===== src/rtl/display_pkg.sv =====
// Shared types and constants for the 3-digit multiplexed 7-segment scanner.
package display_pkg;

  localparam int unsigned BCD_W = 4;
  localparam int unsigned SEG_W = 7;
  localparam int unsigned AN_W  = 3;

  // Scan order: units, tens, hundreds.
  typedef enum logic [1:0] {
    S_U = 2'd0,
    S_T = 2'd1,
    S_H = 2'd2
  } scan_state_t;

  // Digit positions within the an bus.
  localparam int unsigned DIG_U = 0;
  localparam int unsigned DIG_T = 1;
  localparam int unsigned DIG_H = 2;

  // Segment patterns, active-high, bit order {g,f,e,d,c,b,a}.
  localparam logic [SEG_W-1:0] SEG_0     = 7'h3F;
  localparam logic [SEG_W-1:0] SEG_1     = 7'h06;
  localparam logic [SEG_W-1:0] SEG_2     = 7'h5B;
  localparam logic [SEG_W-1:0] SEG_3     = 7'h4F;
  localparam logic [SEG_W-1:0] SEG_4     = 7'h66;
  localparam logic [SEG_W-1:0] SEG_5     = 7'h6D;
  localparam logic [SEG_W-1:0] SEG_6     = 7'h7D;
  localparam logic [SEG_W-1:0] SEG_7     = 7'h07;
  localparam logic [SEG_W-1:0] SEG_8     = 7'h7F;
  localparam logic [SEG_W-1:0] SEG_9     = 7'h6F;
  localparam logic [SEG_W-1:0] SEG_DASH  = 7'h40;
  localparam logic [SEG_W-1:0] SEG_BLANK = 7'h00;

  // True when the nibble is a legal decimal digit.
  function automatic logic bcd_valid(input logic [BCD_W-1:0] d);
    return d <= 4'd9;
  endfunction

endpackage


===== src/rtl/bcd_to_seg7.sv =====
// Combinational BCD to 7-segment decoder, active-high, dash for non-decimal input.
module bcd_to_seg7
  import display_pkg::*;
(
  input  logic [3:0] i_bcd,
  output logic [6:0] o_seg_c
);

  // Pattern lookup; codes above 9 show a dash.
  always_comb begin
    o_seg_c = SEG_DASH;
    case (i_bcd)
      4'd0:    o_seg_c = SEG_0;
      4'd1:    o_seg_c = SEG_1;
      4'd2:    o_seg_c = SEG_2;
      4'd3:    o_seg_c = SEG_3;
      4'd4:    o_seg_c = SEG_4;
      4'd5:    o_seg_c = SEG_5;
      4'd6:    o_seg_c = SEG_6;
      4'd7:    o_seg_c = SEG_7;
      4'd8:    o_seg_c = SEG_8;
      4'd9:    o_seg_c = SEG_9;
      default: o_seg_c = SEG_DASH;
    endcase
  end

endmodule


===== src/rtl/display999_scan.sv =====
// Three-digit multiplexed 7-segment scanner for a 0-999 BCD counter, with
// snapshot capture, anti-ghost blanking, leading-zero suppression and an
// invalid-digit flag. All outputs are registered.
module display999_scan
  import display_pkg::*;
#(
  parameter int unsigned SCAN_DIV  = 1000,
  parameter int unsigned BLANK_CYC = 16,
  parameter bit          ACT_LOW   = 1'b1
) (
  input  logic       clk,
  input  logic       rst,
  input  logic [3:0] q1,
  input  logic [3:0] q2,
  input  logic [3:0] q3,
  input  logic       load,
  output logic [6:0] seg,
  output logic [2:0] an,
  output logic       err
);

  localparam int unsigned PW = (SCAN_DIV > 1) ? $clog2(SCAN_DIV) : 1;

  // Idle levels of the pins for the chosen polarity.
  localparam logic [SEG_W-1:0] SEG_OFF = {SEG_W{ACT_LOW}};
  localparam logic [AN_W-1:0]  AN_OFF  = {AN_W{ACT_LOW}};

  logic [PW-1:0]    r_presc;
  scan_state_t      r_state;
  scan_state_t      w_state_next;
  logic             w_tick;
  logic             w_blank_win;

  logic [BCD_W-1:0] r_u;
  logic [BCD_W-1:0] r_t;
  logic [BCD_W-1:0] r_h;

  logic [BCD_W-1:0] w_digit;
  logic             w_lz_blank;
  logic [AN_W-1:0]  w_an_lit;
  logic [SEG_W-1:0] w_seg_raw;
  logic [SEG_W-1:0] w_seg_next;
  logic [AN_W-1:0]  w_an_next;
  logic             w_err_next;

  logic [SEG_W-1:0] r_seg;
  logic [AN_W-1:0]  r_an;
  logic             r_err;

  assign w_tick      = (r_presc == PW'(SCAN_DIV - 1));
  assign w_blank_win = (r_presc < PW'(BLANK_CYC));

  // Slot prescaler: counts clk cycles within the current digit slot.
  always_ff @(posedge clk) begin
    if (rst) begin
      r_presc <= '0;
    end else if (w_tick) begin
      r_presc <= '0;
    end else begin
      r_presc <= r_presc + PW'(1);
    end
  end

  // Snapshot of the counter digits, so a changing counter never tears the display.
  always_ff @(posedge clk) begin
    if (rst) begin
      r_u <= '0;
      r_t <= '0;
      r_h <= '0;
    end else if (load) begin
      r_u <= q1;
      r_t <= q2;
      r_h <= q3;
    end
  end

  // Scan state register.
  always_ff @(posedge clk) begin
    if (rst) begin
      r_state <= S_U;
    end else begin
      r_state <= w_state_next;
    end
  end

  // Next scan state and per-slot digit selection with leading-zero suppression.
  always_comb begin
    w_state_next = r_state;
    w_digit      = r_u;
    w_lz_blank   = 1'b0;
    w_an_lit     = '0;
    case (r_state)
      S_U: begin
        if (w_tick) w_state_next = S_T;
        w_digit         = r_u;
        w_an_lit[DIG_U] = 1'b1;
      end
      S_T: begin
        if (w_tick) w_state_next = S_H;
        w_digit         = r_t;
        w_lz_blank      = (r_h == 4'd0) && (r_t == 4'd0);
        w_an_lit[DIG_T] = 1'b1;
      end
      S_H: begin
        if (w_tick) w_state_next = S_U;
        w_digit         = r_h;
        w_lz_blank      = (r_h == 4'd0);
        w_an_lit[DIG_H] = 1'b1;
      end
      default: begin
        w_state_next = S_U;
      end
    endcase
  end

  bcd_to_seg7 u_dec (
    .i_bcd   (w_digit),
    .o_seg_c (w_seg_raw)
  );

  // Next pin values in active-high form; dark during the anti-ghost window or when suppressed.
  always_comb begin
    w_an_next  = '0;
    w_seg_next = SEG_BLANK;
    if (!w_blank_win && !w_lz_blank) begin
      w_an_next  = w_an_lit;
      w_seg_next = w_seg_raw;
    end
    w_err_next = !bcd_valid(r_u) || !bcd_valid(r_t) || !bcd_valid(r_h);
  end

  // Output registers with polarity applied.
  always_ff @(posedge clk) begin
    if (rst) begin
      r_seg <= SEG_OFF;
      r_an  <= AN_OFF;
      r_err <= 1'b0;
    end else begin
      r_seg <= w_seg_next ^ SEG_OFF;
      r_an  <= w_an_next ^ AN_OFF;
      r_err <= w_err_next;
    end
  end

  assign seg = r_seg;
  assign an  = r_an;
  assign err = r_err;

endmodule


===== config.mk =====
export PLATFORM = sky130hd
export DESIGN_NAME = display999_scan
export DESIGN_NICKNAME = d
export VERILOG_FILES = /design/src/rtl/display_pkg.sv /design/src/rtl/bcd_to_seg7.sv /design/src/rtl/display999_scan.sv
export SDC_FILE = /design/constraint.sdc
export NUM_CORES = 1
export LEC_CHECK = 0
export BUFFER_PORTS_ARGS = -buffer_cell sky130_fd_sc_hd__clkbuf_2
export CAP_MARGIN = 10
export CORE_MARGIN = 5
export CORE_UTILIZATION = 56
export CTS_CLUSTER_DIAMETER = 120
export DETAILED_ROUTE_END_ITERATION = 7
export MAX_ROUTING_LAYER = met4
export PLACE_DENSITY = 0.79
export SLEW_MARGIN = 20
export SYNTH_ARGS = -nofsm -noshare
export SYNTH_HDL_FRONTEND = slang
export SYNTH_HIERARCHICAL = 1
export SYNTH_SLANG_ARGS = --single-unit

===== constraint.sdc =====
create_clock -name clk -period 3.25 [get_ports clk]
set_input_delay 0.1625 -clock clk [delete_from_list [all_inputs] [get_ports clk]]
set_output_delay 0.1625 -clock clk [all_outputs]
set_load 0.005 [all_outputs]

Word-level counts from Yosys, hierarchy flattened

Memory sizes are Yosys's and may differ from the RTL's.
Cells that the tools add are included.

Output and inout bits: 11
ROM bits: 112
Register bits: 35
Logic and storage cells: 47
Memories kept: 1

Memories:

| name            | depth | bits a word | rd ports | clocked after memory_dff | write ports | RTL line          | RTL |
|---|---|---|---|---|---|---|---|
| (no name shown) | 16    | 7           | 1        | 0                        | 0           | bcd_to_seg7.sv:12 | `case (i_bcd)` |

Mux-type cells: 11
Add/subtract/negate cells: 1
Reduce and logical (&&, ||, !) cells: 14
Bitwise gates (word level): 2
Equality and inequality tests: 6
Order comparisons: 4

Operator list:

| kind                    | count |
|---|---|
| $le A4 B4 Y1 const B    | 3 |
| $add A10 B1 Y10 const B | 1 |
| $eq A10 B10 Y1 const B  | 1 |
| $lt A10 B5 Y1 const B   | 1 |
| $logic_not A4 Y1        | 2 |
| $pmux W4 S2             | 1 |
| $mux W7                 | 1 |
| $not A7 Y7              | 1 |
| $mux W2                 | 3 |
| $ne A2 B2 Y1 const B    | 3 |
| $pmux W2 S3             | 1 |
| $logic_not A1 Y1        | 5 |
| $mux W1                 | 3 |
| $mux W3                 | 1 |
| $not A3 Y3              | 1 |
| $reduce_and A3 Y1       | 1 |
| $eq A2 B1 Y1 const B    | 1 |
| $eq A2 B2 Y1 const B    | 1 |
| $logic_and A1 B1 Y1     | 2 |
| $logic_not A2 Y1        | 1 |
| $logic_or A1 B1 Y1      | 2 |
| $pmux W1 S2             | 1 |
| $reduce_or A2 Y1        | 1 |

Depth between registers and ports, before layout

Gate-level depths: netlist of the first run.

Word-level depth: 7
Mapped depth: 10
Gate-level depth less buffers: 9

Modules after synthesis

The synthesis of the first run kept the hierarchy.

Modules (own cells, without submodules):

| module          | instances | area an instance (um^2) | sequential area each (um^2) | cells an instance |
|---|---|---|---|---|
| display999_scan | 1         | 1,505.2                 | 700.7                       | 162 |
| bcd_to_seg7     | 1         | 225.2                   | 0.0                         | 29 |

Worst setup path after synthesis of the first run

No wires, ideal clock.

Kind: reg-to-reg
Start point: reg r_state[0]
End point: reg r_seg[3] (netlist: seg[3])
Stages on the path, launching flop included: 11
Setup time: 0.151 ns
Period minus slack after synthesis: 2.252 ns
Required time: 3.099 ns
Data arrival time: 2.101 ns
Path buffers: 1
Path slack: 0.998 ns
Cells stage by stage: dfxtp_1 -> inv_1 -> ha_1 -> clkbuf_1 -> nor2_1 -> a21oi_1 -> inv_1 -> ha_1 -> mux2_4 -> o22ai_1 -> o211ai_1

Elaborated cells on any way between the ends: 9

RTL lines:

| what                                         | RTL line               | RTL |
|---|---|---|
| start: declaration                           | display999_scan.sv:29  | `scan_state_t r_state;` |
| start signal: assignment                     | display999_scan.sv:82  | `r_state <= w_state_next;` |
| $eq A2 B2 Y1 or $eq A2 B1 Y1 (tied branches) | display999_scan.sv:92  | `case (r_state)` |
| $pmux W4 S2 *                                | display999_scan.sv:92  |  |
| net w_digit[1]                               | display999_scan.sv:38  | `logic [BCD_W-1:0] w_digit;` |
| $mem_v2 Z16 W7 *                             | --                     |  |
| net w_seg_raw[3]                             | display999_scan.sv:41  | `logic [SEG_W-1:0] w_seg_raw;` |
| $mux W7 *                                    | display999_scan.sv:125 | `if (!w_blank_win && !w_lz_blank) begin` |
| $not A7 Y7 (no source line) *                | --                     |  |
| end signal: assignment                       | display999_scan.sv:139 | `r_seg <= w_seg_next ^ SEG_OFF;` |
| end: declaration                             | display999_scan.sv:46  | `logic [SEG_W-1:0] r_seg;` |

The timed path passes the listed nets; every way through them passes the cells marked *.
A chain may end at the register's enable or synchronous reset.

Final worst setup path of the first run

Start point: reg r_state[1]
End point: reg r_seg[0] (netlist: seg[0])

Same word-level chain as after synthesis.

==> results of run 1 <==
kinds of logic (layout without fill, tap and decap cells):
kind of cell               count (synthesis)  count (layout)  synth area share (%)
adders and majority gates                 11              11                  7.95
muxes                                     13              13                  7.81
DFF                                       35              35                  40.5
buffers and inverters                     22              45                  5.86
and+or+nand+nor                           60              60                  18.1
xor gates and xnor gates                   3               3                  1.52
AOI/OAI and AO/OA                         47              47                  18.2
report_power, final:
| group | internal [uW] | leakage [uW] | total (uW) | switching [uW] |
|---|---|---|---|---|
| Sequential | 464 | 0.000287 | 486 | 22.4 |
| Clock | 84.3 | 0.0000293 | 225 | 140 |
| Combinational | 90.2 | 0.000455 | 198 | 108 |
worst min-delay path, cell delays in order:
cell and delay [ps]:
sky130_fd_sc_hd__clkbuf_2 80, sky130_fd_sc_hd__mux2i_1 50, sky130_fd_sc_hd__nor2_1 70
state kept, by name, indices dropped and copies added, names as in the netlist:
signal / cells
r_h: 4
r_presc: 10
r_u: 4
r_state: 2
seg: 7
an: 3
err: 1
r_t: 4
worst paths after layout:
check	start	to
setup / recovery	r_state[1]$_SDFFE_PP0P_	seg[0]$_SDFF_PP1_
hold / removal	q1[2]	r_u[2]$_SDFFE_PP0P_
setup reg to reg	r_state[1]$_SDFFE_PP0P_	seg[0]$_SDFF_PP1_
hold reg to reg	r_presc[0]$_SDFF_PP0_	r_presc[0]$_SDFF_PP0_
layer usage:
metal	share of wire [%]	up-vias	GRT usage (%)	wire length (microns)
met5	0	-	-	0
met4	1.0	0	8.29	36
met3	7.0	4	6.15	242
met2	48	51	30.8	1670
met1	44	664	20.6	1520
li1	-	728	-	-
per-stage QoR:
stage | setup slack (ps) | instances | instance area (sq um) | utilization (%)
after floorplan | 998 | 191 | 1730 | -
after global placement | 995 | 239 | 1840 | 61.3
after detailed placement | 845 | 239 | 1840 | 61.3
after CTS | 797 | 247 | 1890 | 63.0
after global routing | 537 | 247 | 1890 | 63.0
final | 789 | 247 | 1890 | 63.0
area by class of cell:
type,count,share of cell area (%)
Clock buffer,7,2.38
Clock inverter,1,0.265
Inverter,12,2.38
Multi-Input combinational cell,134,49.1
Sequential cell,35,37.1
Tap cell,33,2.18
Timing Repair Buffer,25,6.62
cell usage in the layout (no fill, tap or decap), types with 2 or more instances in the layout:
cell | synthesis | routed
sky130_fd_sc_hd__a22oi_1 | 5 | 5
sky130_fd_sc_hd__nand2b_1 | 4 | 4
sky130_fd_sc_hd__o22ai_1 | 4 | 4
sky130_fd_sc_hd__a31oi_1 | 2 | 2
sky130_fd_sc_hd__nor4_1 | 3 | 3
sky130_fd_sc_hd__clkbuf_1 | 5 | 2
sky130_fd_sc_hd__o311ai_0 | 2 | 2
sky130_fd_sc_hd__a21oi_1 | 9 | 9
sky130_fd_sc_hd__inv_1 | 12 | 12
sky130_fd_sc_hd__nor2b_1 | 2 | 2
sky130_fd_sc_hd__clkbuf_4 | 0 | 5
sky130_fd_sc_hd__ha_1 | 11 | 11
sky130_fd_sc_hd__nand4bb_1 | 2 | 2
sky130_fd_sc_hd__nor2_1 | 27 | 27
sky130_fd_sc_hd__mux2i_1 | 12 | 12
sky130_fd_sc_hd__nand2_1 | 4 | 4
sky130_fd_sc_hd__o211ai_1 | 9 | 9
sky130_fd_sc_hd__a21o_1 | 2 | 2
sky130_fd_sc_hd__dfxtp_1 | 35 | 35
sky130_fd_sc_hd__nand3_1 | 5 | 5
sky130_fd_sc_hd__o21ai_0 | 8 | 8
sky130_fd_sc_hd__xor2_1 | 2 | 2
sky130_fd_sc_hd__clkbuf_2 | 0 | 25
sky130_fd_sc_hd__or3_1 | 5 | 5
==> results.ini, run 1 <==
[synthesis]
synth_most_common_cell=sky130_fd_sc_hd__dfxtp_1
synth_top_cell_by_area=sky130_fd_sc_hd__dfxtp_1
post_synth_most_frequent_cells=sky130_fd_sc_hd__dfxtp_1 (35), sky130_fd_sc_hd__nor2_1 (27), sky130_fd_sc_hd__inv_1 (12), sky130_fd_sc_hd__mux2i_1 (12), sky130_fd_sc_hd__ha_1 (11)
fraction_of_the_yosys_area_taken_by_sequential_cells_pct=40.5
synth_top_cell_area_share_pct=40.5
yosys_most_used_dff=sky130_fd_sc_hd__dfxtp_1
syn_nets=217
synthCells=191
synth_area_sq_um=1730
yosysWarningCount=6
synth_seq_cells=35
synth_top_cells_by_area=sky130_fd_sc_hd__dfxtp_1 (40%), sky130_fd_sc_hd__ha_1 (8.0%), sky130_fd_sc_hd__mux2i_1 (6.9%)
synth_async_sr_flop_share_pct=0
number_of_flops_mapped_to_enable_cells_by_yosys=0
synth_cell_type_count=40
synth.avg_cell_area_sq_um=9.06

[critical_path]
timing.setup.critical_path_class=flop to flop
critical-path-top-delay-family=compound AO/OA/AOI/OAI gates
rr_worst_depth=9
timing.critical_path.depth=9
reg2reg_slack_ps=790
required_ps=3440
critical_path.slowest_cell=sky130_fd_sc_hd__a21oi_1
timing.critical_path.cells=inv_1 -> ha_1 -> nor2_1 -> a21oi_1 -> inv_1 -> ha_1 -> mux2_4 -> o22ai_1 -> o211ai_1
timing.critical_path.fanout_max=9
worst_path_largest_cell_delay_ps=450
startpoint_type=flop
critPathCaptureType=flop
crit_arrival_ps=2650
cp_bufs_invs=2

[grt]
grt_first_pass_wirelength_mm=6.09
grt.total_usage_pct=18.7
initial_antenna_violation_count=0
grt_max_degree=27
grt_overflow=0
first_global_vias=1393

[final_layout]
area_used_by_sequential_logic_in_the_layout_sq_um=701
layout-drive-gt1-share_pct=16.4
synthToLayoutAreaGrowth_pct=9.26
fin_nets=239
num_antenna_cells=0
multi_input_comb_area_sq_um=928
fillCellCount=263

[drt]
routed_wire_length_per_instance_microns=14.0
detailedRoute.firstIterationViolations=75
routed_wl_mm=3.46
count_of_tritonroute_iterations_in_the_first_routing_pass=5
drc=0
final_antenna_net_count=0
avgViaCountPerCell=5.86
route.vias.total=1447

[clock_tree]
post_cts.repair.setup_buffers=0
cts.path.max_buffers=2
cts_tree=done
cts.repair.resized=0
cts_max_level=2
clock-root-buffer=sky130_fd_sc_hd__clkbuf_4
clkSinkCount=35
ctsHoldBuffers=0
cts-buffers-inserted=5
path_clk_slew_ps=110
clock_insertion_delay_worst_skew_ps=340

[floorplanning]
chipHeight_microns=65.6
ios=26
die_w_microns=65.6
fp.coreArea_sq_um=3000
initial_core_util_pct=57.6
floorplan.die_area_sq_um=4300
std_cell_rows=20

[power_and_ir_drop]
vdd_ir_drop_max_uv=316
power.total_uw=909
cellLeakagePower_uw=0.000772
power.density_nw_per_um2=481

[placed_design]
place.detailed.hpwl_mm=2.59
place_congestion=0.802
buffer_ports.inserted=25

[timing]
hold_viol=0
setup-violations-final=0
worst-slew-pin-transition_ps=728
finalWorstPathRequiredPeriod_ps=2460
max_freq_ghz=0.406
worst_clock_skew_ps=16.4
maxSlewHeadroom_pct=51.5
final.setup.tns_ps=0
finalCritPeriodShare_pct=75.7
drv_slew=0
rsz0062_at_grt=no
fin_worst_hold_slack_ps=54.5

[run]
drv_cap=0

[min_path]
min-delay-path-class=input pin to flop
hold_depth=3

[outcome]
outcome=complete, no violations

No activity file was read; power rests on OpenSTA's default activity.
==> inputs of run 2 (changes only) <==
--- a/config.mk
+++ b/config.mk
@@ -5,14 +5,15 @@
 export SDC_FILE = /design/constraint.sdc
 export NUM_CORES = 1
 export LEC_CHECK = 0
+export ABC_AREA = 1
 export BUFFER_PORTS_ARGS = -buffer_cell sky130_fd_sc_hd__clkbuf_2
 export CAP_MARGIN = 10
 export CORE_MARGIN = 5
-export CORE_UTILIZATION = 56
+export CORE_UTILIZATION = 50
 export CTS_CLUSTER_DIAMETER = 120
 export DETAILED_ROUTE_END_ITERATION = 7
 export MAX_ROUTING_LAYER = met4
-export PLACE_DENSITY = 0.79
+export PLACE_DENSITY = 0.74
 export SLEW_MARGIN = 20
 export SYNTH_ARGS = -nofsm -noshare
 export SYNTH_HDL_FRONTEND = slang
==> constraint.sdc (replaced) <==
create_clock -name clk -period 2.03 [get_ports clk]
set_input_delay 0.1015 -clock clk [delete_from_list [all_inputs] [get_ports clk]]
set_output_delay 0.1015 -clock clk [all_outputs]
set_load 0.005 [all_outputs]
==> run 2 against run 1 <==
Combinational power up 38%. Critical path depth up 3. Sequential share of layout area down 3.8 points. Final cell count up 31%. Clock skew down 5.7 ps. Worst setup slack worse by 620 ps. Wire length down 1.8%. Synthesized area down 3.8%. Hold slack worse by 48 ps. Clock power up 91%. Fmax up 32%. First-iteration DRC count up 20%. Critical path type unchanged.
==> results.ini, run 2 <==
[timing]
max_freq_ghz=0.536
worst-slew-pin-transition_ps=430
finalCritPeriodShare_pct=91.9
setup-violations-final=0
worst_clock_skew_ps=10.7
final.setup.tns_ps=0
hold_viol=0
drv_slew=0
fin_worst_hold_slack_ps=6.75
maxSlewHeadroom_pct=71.3
finalWorstPathRequiredPeriod_ps=1860

[grt]
met1_usage_pct=20.1
grt_first_pass_wirelength_mm=5.93
first_global_vias=1418
initial_antenna_violation_count=0
grt_overflow=0
grt_max_degree=17
m3_gr_usage_pct=5.82
met2_usage_pct=28.4
grt.total_usage_pct=17.5
global_route.peak_usage_layer=met2

[drt]
detailedRoute.firstIterationViolations=90
count_of_tritonroute_iterations_in_the_first_routing_pass=5
routed_wire_length_per_instance_microns=10.5
drc=0
routed_wl_mm=3.40
final_antenna_net_count=0
avgViaCountPerCell=4.78
route.vias.total=1545

[floorplanning]
chipHeight_microns=67.7
ios=26
fp.coreArea_sq_um=3280
floorplan.die_area_sq_um=4580
initial_core_util_pct=50.7
die_w_microns=67.7
std_cell_rows=21

[run]
drv_cap=0

[critical_path]
startpoint_type=flop
crit_top_cell=sky130_fd_sc_hd__nand2_1
timing.critical_path.fanout_max=4
timing.critical_path.cells=inv_1 -> ha_4 -> buf_4 -> nor2_1 -> a21oi_2 -> inv_1 -> ha_1 -> nand2_1 -> nand2_1 -> nand2_1 -> nand2_1 -> nand3_1
rr_startpoint=r_state[1]$_SDFFE_PP0P_
rr_worst_depth=12
timing.setup.critical_path_class=flop to flop
critPathCaptureType=flop
worst_r2r_endpoint=seg[3]$_SDFF_PP1_
worstSetupEndpoint=seg[3]$_SDFF_PP1_
worstSetupStartpoint=r_state[1]$_SDFFE_PP0P_
critical_path.slowest_cell=sky130_fd_sc_hd__dfxtp_2
required_ps=2250
reg2reg_slack_ps=170
crit_arrival_ps=2090
worst_path_largest_cell_delay_ps=360

[synthesis]
synthesized_area_fraction_occupied_by_adder_cells_pct=8.26
yosys-mux-area-fraction_pct=0
yosysWarningCount=6
syn_nets=254
synth_most_common_cell=sky130_fd_sc_hd__nand2_1
synth_seq_cells=35
synth_top_cell_area_share_pct=42.1
fraction_of_the_yosys_area_taken_by_sequential_cells_pct=42.1
synth_xor_xnor_area_share_pct=0.526
dominant_combinational_cell_family_by_area_after_synthesis=simple AND/OR/NAND/NOR gates
synth_top_cells_by_area=sky130_fd_sc_hd__dfxtp_1 (42%), sky130_fd_sc_hd__nand2_1 (9.7%), sky130_fd_sc_hd__nor2_1 (8.8%)
yosys.area_share.simple_pct=32.8
synth.avg_cell_area_sq_um=7.30
number_of_flops_mapped_to_enable_cells_by_yosys=0
synthCells=228
synth_top_cell_by_area=sky130_fd_sc_hd__dfxtp_1
post_synth_most_frequent_cells=sky130_fd_sc_hd__nand2_1 (43), sky130_fd_sc_hd__nor2_1 (39), sky130_fd_sc_hd__dfxtp_1 (35), sky130_fd_sc_hd__inv_1 (24), sky130_fd_sc_hd__nand3_1 (20)
synth-compound-area-share_pct=9.77
yosys_most_used_dff=sky130_fd_sc_hd__dfxtp_1
synth_cell_type_count=22
synth_async_sr_flop_share_pct=0
synth_area_sq_um=1670

[clock_tree]
cts-buffers-inserted=5
clkSinkCount=35
cts_tree=done
cts_max_level=2
clock-root-buffer=sky130_fd_sc_hd__clkbuf_4
cts.path.max_buffers=2
path_clk_slew_ps=110
clock_insertion_delay_worst_skew_ps=340

[final_layout]
largest_register=r_presc
layout.cells.most_common_list=sky130_fd_sc_hd__nand2_1 (43), sky130_fd_sc_hd__nor2_1 (39), sky130_fd_sc_hd__dfxtp_1 (34)
layout-drive-gt1-share_pct=21.7
final_util_pct=64.3
largest_register_ffs=10
synthToLayoutAreaGrowth_pct=26.7
num_antenna_cells=0
layout.cells.most_common=sky130_fd_sc_hd__nand2_1
fin_nets=302

[outcome]
outcome=complete, no violations

[power_and_ir_drop]
power_frac_comb_pct=19.1
power.share.clock_pct=29.9
cellLeakagePower_uw=0.000960
pwr-share-seq_pct=51.0
vdd_ir_drop_max_uv=406
p_int_uw=1030
power.density_nw_per_um2=681
netSwitchingFraction_pct=28.1
total_switching_power_uw=404

[placed_design]
place_congestion=0.769
buffer_ports.inserted=25
place.detailed.hpwl_mm=2.42

[min_path]
hold_depth=3
min-delay-path-class=input pin to flop

==> run 2: through the flow <==
step / area, sq um / setup WS [ps] / total power [uW] / cells
3_3_place_gp: 1870 / 113 / 977 / 300
4_1_cts: 2050 / 9.51 / 1430 / 320
5_1_grt: 2110 / -2.45 / 1540 / 323
6_report: 2110 / 165 / 1440 / 323
3_5_place_dp: 1870 / 27.5 / 983 / 300
2_1_floorplan: 1670 / 70.4 / 912 / 228
==> run 2: power by group through the flow <==
stage / clock network [uW] / registers (uW) / logic [uW]
4_1_cts: 445 / 733 / 254
3_5_place_dp: 0 / 749 / 235
5_1_grt: 476 / 737 / 323
6_report: 430 / 734 / 274
2_1_floorplan: 0 / 743 / 170
3_3_place_gp: 0 / 748 / 229
==> run 2: critical path: cells and delay by family, from the launching register on <==
family          cells  cell delay, ps
compound gates      1             150
fa+ha+maj           2             560
buf+inv             3             300
flops               1             360
simple gates        6             380
==> run 2: logic make-up (layout without fill, tap and decap cells) <==
group / Yosys count / after routing
flops: 35 / 35
simple gates: 120 / 120
compound gates: 32 / 32
buf+inv: 29 / 78
xor+xnor: 1 / 1
fa+ha+maj: 11 / 11
==> run 2: routing by layer <==
| metal | vias to the layer above | part of all wire (%) |
|---|---|---|
| li1 | 829 | - |
| met1 | 682 | 47 |
| met2 | 29 | 47 |
| met3 | 5 | 4.7 |
| met4 | 0 | 1.6 |
| met5 | - | 0 |
==> run 2: cell type report <==
type / instances / area, sq um
tap: 46 / 57.6
inverter: 26 / 97.6
timing repair buffer: 44 / 298
clock buffer: 8 / 68.8
fill: 302 / 1170
multi-input combinational: 164 / 887
sequential: 35 / 702
==> run 2: what timing repair did <==
item	4_1_cts	5_1_grt
hold endpoints to repair	12	0
gates resized for setup	0	9
hold buffers	12	0
setup endpoints to repair	0	6
buffers inserted	0	3
==> run 2: worst min-delay path by stage <==
stage / end / start / slack, ps
detailed placement: r_state[1]$_SDFFE_PP0P_ / rst / 300
finish: r_h[0]$_SDFFE_PP0P_ / q3[0] / 7
CTS: r_h[0]$_SDFFE_PP0P_ / q3[0] / 2
global placement: r_state[1]$_SDFFE_PP0P_ / rst / 290
floorplan: r_state[1]$_SDFFE_PP0P_ / rst / 170
global route: r_h[0]$_SDFFE_PP0P_ / q3[0] / 20
